`src/rtl/ysyx_040729_lsu.sv`:
```
// ---------------------------------------------------------------------------
// ysyx_040729_lsu -- load/store unit between the pipeline and a 64-bit,
// combinational-read byte-addressed memory block.
//
// One operation is in flight at a time. Loads read the 8 bytes at the
// request address and return the low 1/2/4/8 bytes, zero- or sign-extended.
// Double stores write the 8 bytes directly. Narrower stores do a
// read-modify-write: read the 8 bytes, replace the low bytes, write back.
//
// Ports
//   clk, rst          : clock, synchronous active-high reset
//   req_valid/ready   : request handshake (ready only in IDLE, outside reset)
//   req_wen           : 1 = store, 0 = load
//   req_size          : 0 byte, 1 half, 2 word, 3 double
//   req_unsigned      : load zero-extends when set, sign-extends otherwise
//   req_addr/wdata    : byte address (any alignment), store data (low bytes)
//   resp_valid/ready  : response handshake, resp_rdata = load result or 0
//   mem_wen/addr/wdata: memory write strobe, address, 8-byte write data
//   mem_rdata         : memory read data, combinational from mem_addr
// ---------------------------------------------------------------------------

// Per-byte-lane datapath: store merge for read-modify-write and load
// extension. A lane is "active" when it lies inside the access size.
module ysyx_040729_lsu_lane #(
    parameter int LANE = 0
) (
    input  logic [1:0] size,
    input  logic [7:0] wbyte,
    input  logic [7:0] rbyte,
    input  logic [7:0] fill,
    output logic [7:0] merged,
    output logic [7:0] ext
);
    logic active;

    assign active = (4'(LANE) < (4'd1 << size));
    // store: new byte in active lanes, memory byte above
    assign merged = active ? wbyte : rbyte;
    // load: memory byte in active lanes, extension fill above
    assign ext    = active ? rbyte : fill;
endmodule

module ysyx_040729_lsu #(
    parameter int ADDR_WIDTH = 16,
    parameter int DATA_WIDTH = 64
) (
    input  logic                  clk,
    input  logic                  rst,
    input  logic                  req_valid,
    output logic                  req_ready,
    input  logic                  req_wen,
    input  logic [1:0]            req_size,
    input  logic                  req_unsigned,
    input  logic [ADDR_WIDTH-1:0] req_addr,
    input  logic [DATA_WIDTH-1:0] req_wdata,
    output logic                  resp_valid,
    input  logic                  resp_ready,
    output logic [DATA_WIDTH-1:0] resp_rdata,
    output logic                  mem_wen,
    output logic [ADDR_WIDTH-1:0] mem_addr,
    output logic [DATA_WIDTH-1:0] mem_wdata,
    input  logic [DATA_WIDTH-1:0] mem_rdata
);
    localparam int NUM_LANES = DATA_WIDTH / 8;

    typedef enum logic [2:0] {
        IDLE,
        LOAD,
        WRITE,
        RMW_RD,
        RMW_WR,
        RESP
    } state_t;

    typedef struct packed {
        logic                  wen;
        logic [1:0]            size;
        logic                  uns;
        logic [ADDR_WIDTH-1:0] addr;
        logic [DATA_WIDTH-1:0] wdata;
    } req_t;

    state_t                state;
    req_t                  req_q;
    logic                  drive_q;      // mem_addr carries req_q.addr
    logic                  mem_wen_q;
    logic [DATA_WIDTH-1:0] mem_wdata_q;
    logic                  resp_valid_q;
    logic [DATA_WIDTH-1:0] resp_rdata_q;

    logic                  hs;
    logic                  sign;
    logic [7:0]            fill;
    logic [NUM_LANES-1:0][7:0] merged;
    logic [NUM_LANES-1:0][7:0] ext;

    assign req_ready = (state == IDLE) && !rst;
    assign hs        = req_valid && req_ready;

    // Sign bit of the accessed element; size 3 has no fill lanes.
    always_comb begin
        sign = 1'b0;
        case (req_q.size)
            2'd0:    sign = mem_rdata[7];
            2'd1:    sign = mem_rdata[15];
            2'd2:    sign = mem_rdata[31];
            default: sign = 1'b0;
        endcase
    end
    assign fill = {8{sign & ~req_q.uns}};

    for (genvar i = 0; i < NUM_LANES; i++) begin : g_lane
        ysyx_040729_lsu_lane #(
            .LANE(i)
        ) u_lane (
            .size  (req_q.size),
            .wbyte (req_q.wdata[8*i +: 8]),
            .rbyte (mem_rdata[8*i +: 8]),
            .fill  (fill),
            .merged(merged[i]),
            .ext   (ext[i])
        );
    end

    // Control and all outputs are registered; the output stage below only
    // forces them to zero during reset.
    always_ff @(posedge clk) begin
        if (rst) begin
            state        <= IDLE;
            req_q        <= '0;
            drive_q      <= 1'b0;
            mem_wen_q    <= 1'b0;
            mem_wdata_q  <= '0;
            resp_valid_q <= 1'b0;
            resp_rdata_q <= '0;
        end else begin
            case (state)
                IDLE: begin
                    if (hs) begin
                        req_q   <= '{wen: req_wen, size: req_size, uns: req_unsigned,
                                     addr: req_addr, wdata: req_wdata};
                        drive_q <= 1'b1;
                        if (!req_wen) begin
                            state <= LOAD;
                        end else if (req_size == 2'd3) begin
                            // full-width store needs no merge
                            state       <= WRITE;
                            mem_wen_q   <= 1'b1;
                            mem_wdata_q <= req_wdata;
                        end else begin
                            state <= RMW_RD;
                        end
                    end
                end
                LOAD: begin
                    state        <= RESP;
                    drive_q      <= 1'b0;
                    resp_valid_q <= 1'b1;
                    resp_rdata_q <= req_q.wen ? '0 : ext;
                end
                RMW_RD: begin
                    state       <= RMW_WR;
                    mem_wen_q   <= 1'b1;
                    mem_wdata_q <= merged;
                end
                WRITE, RMW_WR: begin
                    state        <= RESP;
                    drive_q      <= 1'b0;
                    mem_wen_q    <= 1'b0;
                    mem_wdata_q  <= '0;
                    resp_valid_q <= 1'b1;
                    resp_rdata_q <= '0;
                end
                RESP: begin
                    if (resp_ready) begin
                        state        <= IDLE;
                        resp_valid_q <= 1'b0;
                        resp_rdata_q <= '0;
                    end
                end
                default: begin
                    state        <= IDLE;
                    drive_q      <= 1'b0;
                    mem_wen_q    <= 1'b0;
                    mem_wdata_q  <= '0;
                    resp_valid_q <= 1'b0;
                    resp_rdata_q <= '0;
                end
            endcase
        end
    end

    // Reset blanks every output immediately, so a reset landing in RMW_WR
    // suppresses that cycle's write.
    assign mem_wen    = mem_wen_q && !rst;
    assign mem_addr   = (rst || !drive_q) ? '0 : req_q.addr;
    assign mem_wdata  = rst ? '0 : mem_wdata_q;
    assign resp_valid = resp_valid_q && !rst;
    assign resp_rdata = rst ? '0 : resp_rdata_q;
endmodule

```
`config.mk`:
```
export PLATFORM = sky130hd
export DESIGN_NAME = ysyx_040729_lsu
export DESIGN_NICKNAME = d
export VERILOG_FILES = /design/src/rtl/ysyx_040729_lsu.sv
export SDC_FILE = /design/constraint.sdc
export NUM_CORES = 1
export LEC_CHECK = 0
export ABC_CLOCK_PERIOD_IN_PS = 2300
export BUFFER_PORTS_ARGS = -buffer_cell sky130_fd_sc_hd__buf_4
export CAP_MARGIN = 15
export CELL_PAD_IN_SITES_DETAIL_PLACEMENT = 0
export CELL_PAD_IN_SITES_GLOBAL_PLACEMENT = 1
export CORE_UTILIZATION = 38
export DETAILED_ROUTE_END_ITERATION = 10
export PLACE_DENSITY_LB_ADDON = 0.2
export SYNTH_ARGS = -nofsm -noshare
export SYNTH_HDL_FRONTEND = slang
export SYNTH_SLANG_ARGS = --single-unit
```
`constraint.sdc`:
```
create_clock -name clk -period 2.3 [get_ports clk]
set_input_delay 0.23 -clock clk [delete_from_list [all_inputs] [get_ports clk]]
set_output_delay 0.23 -clock clk [all_outputs]
set_load 0.1 [all_outputs]
```
==> metrics.txt, run 1 <==
# TYPE chip_impl_metric gauge
chip_impl_metric{name="power_frac_seq",unit=""} 0.365
chip_impl_metric{name="yosys_register_bits",unit=""} 218
chip_impl_metric{name="maximum_number_of_pins_on_one_net_before_global_route_repair",unit=""} 127
chip_impl_metric{name="worst_skew_pair_later_pin_latency",unit="ns"} 0.53
chip_impl_info{name="worstReg2RegEnd",value="req_q[32]"} 1
chip_impl_metric{name="arrival",unit="ns"} 1.84
chip_impl_metric{name="asyncSetResetFlopFracSynth",unit=""} 0
chip_impl_metric{name="critical_path_buf_inv_count",unit=""} 1
chip_impl_metric{name="clkSlewWorstSetupHoldPaths",unit="ns"} 0.05
chip_impl_metric{name="maxSlewHeadroom",unit=""} 0.4507
chip_impl_metric{name="buffer_ports.inserted",unit=""} 298
chip_impl_metric{name="switching_share",unit=""} 0.3511
chip_impl_metric{name="dr.pass1.iters",unit=""} 5
chip_impl_metric{name="final_cycle_utilization_of_the_critical_path",unit=""} 0.9016
chip_impl_info{name="cts_root_buffer",value="sky130_fd_sc_hd__clkbuf_16"} 1
chip_impl_metric{name="grt_first_pass_wirelength",unit="um"} 50490
chip_impl_metric{name="ant_nets",unit=""} 0
chip_impl_metric{name="antenna_cells",unit=""} 0
chip_impl_metric{name="fp.dieW",unit="um"} 164.8
chip_impl_metric{name="period_minus_slack",unit="ns"} 2.074
chip_impl_info{name="type_of_origin_of_the_critical_path",value="register"} 1
chip_impl_metric{name="final_net_count",unit=""} 1705
chip_impl_info{name="top_post_synthesis_cells_by_area",value="sky130_fd_sc_hd__dfxtp_1 43%, sky130_fd_sc_hd__nor2b_1 9.3%, sky130_fd_sc_hd__nand2b_1 5.5%, sky130_fd_sc_hd__o2bb2ai_1 4.9%, sky130_fd_sc_hd__a211oi_1 4.8%"} 1
chip_impl_info{name="cts_tree",value="yes"} 1
chip_impl_metric{name="detail_route.drc_violations",unit=""} 0
chip_impl_metric{name="maxClockFrequency",unit="GHz"} 0.4822
chip_impl_metric{name="chipHeight",unit="um"} 164.8
chip_impl_metric{name="placement_row_count",unit=""} 59
chip_impl_info{name="grt_setup_unrepaired",value="false"} 1
chip_impl_metric{name="postCtsResizedCells",unit=""} 0
chip_impl_info{name="worst_path_max_delay_cell",value="sky130_fd_sc_hd__or3_1"} 1
chip_impl_metric{name="vdd_drop_max",unit="mV"} 0.4861
chip_impl_metric{name="yosys_warnings",unit=""} 0
chip_impl_metric{name="gp_routability_congestion",unit=""} 0.7552
chip_impl_metric{name="yosys.cell_types.count",unit=""} 38
chip_impl_info{name="worstSetupPathType",value="register to primary output"} 1
chip_impl_metric{name="final_util",unit=""} 0.5799
chip_impl_metric{name="post-dp-hpwl",unit="um"} 19550
chip_impl_info{name="worst_hold_path_type",value="primary input to register"} 1
chip_impl_metric{name="final_cell_count_no_fill",unit=""} 1907
chip_impl_metric{name="grt_antenna_before_repair",unit=""} 0
chip_impl_metric{name="cp_slowest_stage_delay",unit="ns"} 0.49
chip_impl_metric{name="power.internal",unit="mW"} 7.769
chip_impl_metric{name="dpl.cell_count",unit=""} 1712
chip_impl_metric{name="critPathMaxFanout",unit=""} 9
chip_impl_metric{name="synth-edff-count",unit=""} 0
chip_impl_metric{name="multi_input_gate_area_in_the_final_layout",unit="um2"} 5366
chip_impl_metric{name="cap_violations",unit=""} 0
chip_impl_metric{name="cts_max_level",unit=""} 1
chip_impl_metric{name="start_util",unit=""} 0.3874
chip_impl_metric{name="wire_per_inst",unit="um"} 16.90
chip_impl_info{name="critical-path-top-delay-family",value="simple AND/OR/NAND/NOR gates"} 1
chip_impl_info{name="worst_hold_startpoint",value="mem_rdata[31]"} 1
chip_impl_metric{name="clock-sinks",unit=""} 218
chip_impl_metric{name="num_vias",unit=""} 9678
chip_impl_info{name="post-synth-top-area-cell",value="sky130_fd_sc_hd__dfxtp_1"} 1
chip_impl_metric{name="r2r.worst_path.cells",unit=""} 4
chip_impl_metric{name="netlist_instances",unit=""} 1162
chip_impl_metric{name="synth.cell_area",unit="um2"} 10070
chip_impl_metric{name="fraction_of_layout_cells_with_a_size_suffix_above_1",unit=""} 0.2983
chip_impl_metric{name="synth_top_area_share",unit=""} 0.4336
chip_impl_info{name="main_flop_type_after_synthesis",value="sky130_fd_sc_hd__dfxtp_1"} 1
chip_impl_metric{name="timing.hold.worst_path_depth",unit=""} 3
chip_impl_metric{name="cts-buffers-inserted",unit=""} 26
chip_impl_info{name="worst_r2r_startpoint",value="state[2]"} 1
chip_impl_metric{name="fill_cells",unit=""} 2326
chip_impl_metric{name="powerDensity",unit="nW/um2"} 794.6
chip_impl_info{name="synth_top_cells_by_count",value="218 x sky130_fd_sc_hd__dfxtp_1, 149 x sky130_fd_sc_hd__nor2b_1, 88 x sky130_fd_sc_hd__nand2b_1, 87 x sky130_fd_sc_hd__a21oi_1, 86 x sky130_fd_sc_hd__nand2_1"} 1
chip_impl_metric{name="final.setup_skew",unit="ns"} 0.009337
chip_impl_info{name="yosys.cell_count.top_type",value="sky130_fd_sc_hd__dfxtp_1"} 1
chip_impl_metric{name="worst-slew-pin-transition",unit="ns"} 0.8240
chip_impl_metric{name="floorplan.core_area",unit="um2"} 25980
chip_impl_info{name="cp-end-kind",value="primary output"} 1
chip_impl_metric{name="io-pin-count",unit=""} 299
chip_impl_metric{name="maximum_buffer_depth_of_the_clock_tree",unit=""} 3
chip_impl_metric{name="timing.reg2reg.setup_slack",unit="ns"} 0.25
chip_impl_metric{name="part_of_the_power_in_combinational_logic",unit=""} 0.303
chip_impl_metric{name="setup_violations",unit=""} 0
chip_impl_info{name="status",value="complete, no violations"} 1
chip_impl_metric{name="synthesis.nets",unit=""} 1314
chip_impl_metric{name="timing.final.hold_violations",unit=""} 0
chip_impl_metric{name="grt_pass1_vias",unit=""} 9355
chip_impl_metric{name="cp.required",unit="ns"} 2.07
chip_impl_metric{name="power.switching",unit="mW"} 4.204
chip_impl_metric{name="wl",unit="um"} 32230
chip_impl_metric{name="detailed_route_vias_per_instance",unit=""} 5.075
chip_impl_metric{name="synthesis.area_per_instance",unit="um2"} 8.663
chip_impl_metric{name="dieArea",unit="um2"} 27140
chip_impl_metric{name="clk_network_pwr_share",unit=""} 0.332
chip_impl_metric{name="cellLeakagePower",unit="nW"} 6.049
chip_impl_metric{name="global_route.usage.total",unit=""} 0.2315
chip_impl_metric{name="synth-seq-area-share",unit=""} 0.4336
chip_impl_metric{name="drt-initial-drc-count",unit=""} 559
chip_impl_metric{name="area_growth",unit="%"} 49.70
chip_impl_metric{name="sequential_cell_area",unit="um2"} 4364
chip_impl_info{name="whs_endpoint",value="resp_rdata_q[31]"} 1
chip_impl_metric{name="drv_slew",unit=""} 0
chip_impl_metric{name="global_route.overflow_total",unit=""} 0
chip_impl_info{name="crit_path_cell_trace",value="or3_1, nor2_2, buf_4"} 1
final cells by class:
cell class	instances	share of cell area
multi-input cells	829	0.3561
clock buffers	39	0.05181
inverters	3	0.0007473
clock inverters	8	0.002989
well taps	335	0.02782
flip-flops and latches	218	0.2896
repair buffers	475	0.2709
placed cells by master (no fill, tap or decap), drive strengths merged, types with 39 or more instances in the layout:
cell type	instances
buf	327
dfxtp	218
nor2b	149
dlygate4sd3	148
nand2b	88
o21ai	88
a21oi	87
nand2	86
a211oi	64
nor2	62
o2bb2ai	56
a22oi	49
mux2	40
clkbuf	39
per-layer routing:
layer,part of all wire,vias up,global-route usage
li1,-,4817,-
met1,0.45,4533,0.3093
met2,0.46,282,0.3789
met3,0.064,46,0.04771
met4,0.023,0,0.05838
met5,0,-,0
cells by family after synthesis:
logic type / count (synthesis) / share of synthesized area
and+or+nand+nor: 413 / 0.2218
AOI/OAI and AO/OA: 358 / 0.2318
DFF: 218 / 0.4336
buffers and inverters: 115 / 0.05034
muxes: 57 / 0.06165
xor gates and xnor gates: 1 / 0.0008703
power by group through the flow:
stage                     combinational (mW)  clock [mW]  sequential [mW]
after floorplan                         2.51           0             4.39
after global routing                    3.85        4.22             4.43
final                                   3.62        3.98             4.37
after CTS                               3.63        4.06             4.37
after global placement                  3.39           0             4.44
after detailed placement                3.42           0             4.45
how the worst max path moves through the flow:
stage | from | to | slack, ns | cells after the start
after global routing | state[2] | req_q[34] | 0.08 | 5
after detailed placement | state[2] | req_q[28] | 0.23 | 4
after global placement | state[2] | req_q[33] | 0.31 | 4
after floorplan | rst | resp_rdata_q[19] | -0.19 | 5
after CTS | state[2] | req_ready | 0.21 | 3
final | state[2] | req_ready | 0.23 | 3
state kept, by name, indices dropped and copies added, names as in the netlist:
name,cells
drive_q,1
resp_rdata_q,64
req_q,84
mem_wen_q,1
state,3
mem_wdata_q,64
resp_valid_q,1
per-stage QoR:
step | power, mW | worst slack (ns) | instance area, um2 | setup TNS (ns) | hold slack [ns]
after floorplan | 6.901 | -0.1918 | 10190 | -17.66 | 0.3386
after global placement | 7.828 | 0.3111 | 12760 | 0 | 0.4237
after detailed placement | 7.861 | 0.2320 | 12760 | 0 | 0.4316
after CTS | 12.07 | 0.2106 | 15070 | 0 | 0.02655
after global routing | 12.50 | 0.07593 | 15070 | 0 | 0.04460
final | 11.97 | 0.2264 | 15070 | 0 | 0.03639
tightest hold or removal path: cells and delay by family:
kind            cells  cell delay (ns)
buf+inv             1             0.12
compound gates      1             0.12
simple gates        1             0.05
timing repair:
| action | CTS | global route |
|---|---|---|
| endpoints found under the hold margin | 148 | 0 |
| setup buffers | 0 | 0 |
| setup endpoints to repair | 0 | 0 |
| hold buffers | 148 | 0 |
Power figures use the tool's default switching activity.
==> inputs of run 2 (changes only) <==
--- a/config.mk
+++ b/config.mk
@@ -6,7 +6,7 @@
 export NUM_CORES = 1
 export LEC_CHECK = 0
 export ABC_CLOCK_PERIOD_IN_PS = 2300
-export BUFFER_PORTS_ARGS = -buffer_cell sky130_fd_sc_hd__buf_4
+export BUFFER_PORTS_ARGS = -buffer_cell sky130_fd_sc_hd__buf_2
 export CAP_MARGIN = 15
 export CELL_PAD_IN_SITES_DETAIL_PLACEMENT = 0
 export CELL_PAD_IN_SITES_GLOBAL_PLACEMENT = 1
==> metrics.txt, run 2 (synthesis gave the netlist of run 1 again) <==
# TYPE chip_impl_metric gauge
chip_impl_metric{name="chipHeight",unit="um"} 164.8
chip_impl_metric{name="cp_slowest_stage_delay",unit="ns"} 0.50
chip_impl_metric{name="start_util",unit=""} 0.3874
chip_impl_metric{name="setup_violations",unit=""} 0
chip_impl_metric{name="powerDensity",unit="nW/um2"} 816.1
chip_impl_metric{name="power.internal",unit="mW"} 7.765
chip_impl_metric{name="clock-sinks",unit=""} 218
chip_impl_metric{name="area_growth",unit="%"} 44.81
chip_impl_metric{name="power_frac_seq",unit=""} 0.367
chip_impl_info{name="layout_top_registers",value="req_q x84, mem_wdata_q x64, resp_rdata_q x64"} 1
chip_impl_metric{name="vdd_drop_max",unit="mV"} 0.6280
chip_impl_metric{name="power.switching",unit="mW"} 4.131
chip_impl_info{name="most_common_library_cell_in_the_layout_ignoring_fill_and_taps",value="sky130_fd_sc_hd__buf_2"} 1
chip_impl_info{name="worst_path_max_delay_cell",value="sky130_fd_sc_hd__or3_1"} 1
chip_impl_metric{name="part_of_the_power_in_combinational_logic",unit=""} 0.288
chip_impl_info{name="status",value="complete, no violations"} 1
chip_impl_metric{name="critPathMaxFanout",unit=""} 9
chip_impl_metric{name="floorplan.core_area",unit="um2"} 25980
chip_impl_metric{name="cellLeakagePower",unit="nW"} 5.973
chip_impl_metric{name="dieArea",unit="um2"} 27140
chip_impl_metric{name="clkSlewWorstSetupHoldPaths",unit="ns"} 0.06
chip_impl_metric{name="grt_pass1_vias",unit=""} 9161
chip_impl_metric{name="cap_violations",unit=""} 0
chip_impl_metric{name="maxSlewHeadroom",unit=""} 0.4464
chip_impl_metric{name="detail_route.drc_violations",unit=""} 0
chip_impl_metric{name="buffer_ports.inserted",unit=""} 298
chip_impl_info{name="critical-path-top-delay-family",value="simple AND/OR/NAND/NOR gates"} 1
chip_impl_metric{name="timing.final.hold_violations",unit=""} 0
chip_impl_metric{name="final_net_count",unit=""} 1703
chip_impl_metric{name="global_route.usage.total",unit=""} 0.2246
chip_impl_info{name="cts_root_buffer",value="sky130_fd_sc_hd__clkbuf_16"} 1
chip_impl_info{name="layout.cells.most_common_list",value="281 x sky130_fd_sc_hd__buf_2, 218 x sky130_fd_sc_hd__dfxtp_1, 145 x sky130_fd_sc_hd__dlygate4sd3_1, 100 x sky130_fd_sc_hd__nor2b_1"} 1
chip_impl_metric{name="arrival",unit="ns"} 2.00
chip_impl_metric{name="num_vias",unit=""} 9562
chip_impl_metric{name="fraction_of_layout_cells_with_a_size_suffix_above_1",unit=""} 0.2987
chip_impl_metric{name="preCtsSetupSlack",unit="ns"} 0.1752
chip_impl_metric{name="timing.hold.worst_path_depth",unit=""} 3
chip_impl_metric{name="period_minus_slack",unit="ns"} 2.229
chip_impl_metric{name="worst_skew_pair_later_pin_latency",unit="ns"} 0.52
chip_impl_metric{name="maximum_buffer_depth_of_the_clock_tree",unit=""} 3
chip_impl_metric{name="final.setup_skew",unit="ns"} 0.008315
chip_impl_metric{name="power_after_layout",unit="mW"} 11.90
chip_impl_metric{name="cts_max_level",unit=""} 1
chip_impl_metric{name="gp_routability_congestion",unit=""} 0.7501
chip_impl_metric{name="post-route-worst-setup-slack",unit="ns"} 0.07143
chip_impl_metric{name="wl",unit="um"} 31210
chip_impl_metric{name="post-dp-hpwl",unit="um"} 19120
chip_impl_metric{name="worst-slew-pin-transition",unit="ns"} 0.8304
chip_impl_metric{name="final_util",unit=""} 0.5610
chip_impl_metric{name="maximum_number_of_pins_on_one_net_before_global_route_repair",unit=""} 102
chip_impl_info{name="largest_register",value="req_q"} 1
chip_impl_metric{name="r2r.worst_path.cells",unit=""} 5
chip_impl_info{name="worst_hold_path_type",value="primary input to register"} 1
chip_impl_metric{name="largest_register_ffs",unit=""} 84
chip_impl_info{name="type_of_origin_of_the_critical_path",value="register"} 1
chip_impl_metric{name="critical_path_buf_inv_count",unit=""} 1
chip_impl_metric{name="cts-buffers-inserted",unit=""} 26
chip_impl_metric{name="critical_path_cell_count",unit=""} 3
chip_impl_metric{name="grt_antenna_before_repair",unit=""} 3
chip_impl_metric{name="switching_share",unit=""} 0.3473
chip_impl_metric{name="maxClockFrequency",unit="GHz"} 0.4487
chip_impl_metric{name="drv_slew",unit=""} 0
chip_impl_metric{name="clk_network_pwr_share",unit=""} 0.344
chip_impl_metric{name="ant_nets",unit=""} 0
chip_impl_metric{name="drt-initial-drc-count",unit=""} 582
chip_impl_metric{name="wire_per_inst",unit="um"} 16.37
chip_impl_info{name="cts_tree",value="yes"} 1
chip_impl_metric{name="cp.required",unit="ns"} 2.07
chip_impl_metric{name="grt_first_pass_wirelength",unit="um"} 48940
chip_impl_metric{name="io-pin-count",unit=""} 299
chip_impl_metric{name="placement_row_count",unit=""} 59
chip_impl_info{name="worstSetupPathType",value="register to primary output"} 1
chip_impl_metric{name="final_cycle_utilization_of_the_critical_path",unit=""} 0.9689
chip_impl_metric{name="fp.dieW",unit="um"} 164.8
chip_impl_metric{name="dr.pass1.iters",unit=""} 5
chip_impl_metric{name="detailed_route_vias_per_instance",unit=""} 5.014
chip_impl_metric{name="global_route.overflow_total",unit=""} 0
chip_impl_info{name="crit_path_cell_trace",value="or3_1, nor2_2, buf_2"} 1
chip_impl_info{name="cp-end-kind",value="primary output"} 1
==> run 2: per-layer routing <==
layer / up-vias / GRT usage / part of all wire
met3: 45 / 0.04345 / 0.060
met1: 4441 / 0.3024 / 0.46
li1: 4824 / - / -
met2: 250 / 0.3633 / 0.45
met4: 2 / 0.06422 / 0.025
met5: - / 0 / 0.00035
==> run 2: power groups by stage <==
| stage | combinational (mW) | sequential (mW) | clock (mW) |
|---|---|---|---|
| 6_report | 3.43 | 4.37 | 4.10 |
| 5_1_grt | 3.67 | 4.42 | 4.37 |
| 4_1_cts | 3.44 | 4.37 | 4.20 |
| 3_5_place_dp | 3.24 | 4.44 | 0 |
| 3_3_place_gp | 3.21 | 4.44 | 0 |
| 2_1_floorplan | 2.51 | 4.39 | 0 |
==> run 2: what timing repair did <==
action	4_1_cts	5_1_grt
endpoints found under the hold margin	145	0
hold buffers	145	0
setup endpoints to repair	0	4
gates resized for setup	0	1
buffers inserted	0	0
==> run 2: through the flow <==
| step | instance area (um2) | hold WS (ns) | cells | TNS (ns) |
|---|---|---|---|---|
| CTS | 14560 | 0.006297 | 1904 | 0 |
| finish | 14580 | 0.02088 | 1907 | 0 |
| global route | 14580 | 0.01658 | 1907 | -0.001264 |
| floorplan | 10190 | 0.3386 | 1162 | -17.66 |
| detailed placement | 12250 | 0.4296 | 1712 | 0 |
| global placement | 12250 | 0.4231 | 1712 | 0 |
==> run 2: cell type report <==
cell class | count | area [um2]
Fill cell | 2384 | 11410
Clock inverter | 2 | 10.01
Timing Repair Buffer | 473 | 3547
Clock buffer | 45 | 853.3
Tap cell | 335 | 419.2
Antenna cell | 2 | 5.005
Multi-Input combinational cell | 829 | 5366
Sequential cell | 218 | 4364
Inverter | 3 | 11.26
==> run 2: worst paths after layout <==
kind | from | slack (ns) | to
hold / removal | mem_rdata[29] | 0.02 | resp_rdata_q[29]
setup reg to reg | state[2] | 0.24 | resp_rdata_q[59]
setup / recovery | state[2] | 0.07 | req_ready
hold reg to reg | req_q[39] | 0.46 | req_q[39]
==> run 2: worst min-delay path, stage by stage <==
cell and delay, ns:
sky130_fd_sc_hd__buf_2 0.09, sky130_fd_sc_hd__nor2b_1 0.04, sky130_fd_sc_hd__o2bb2ai_1 0.14
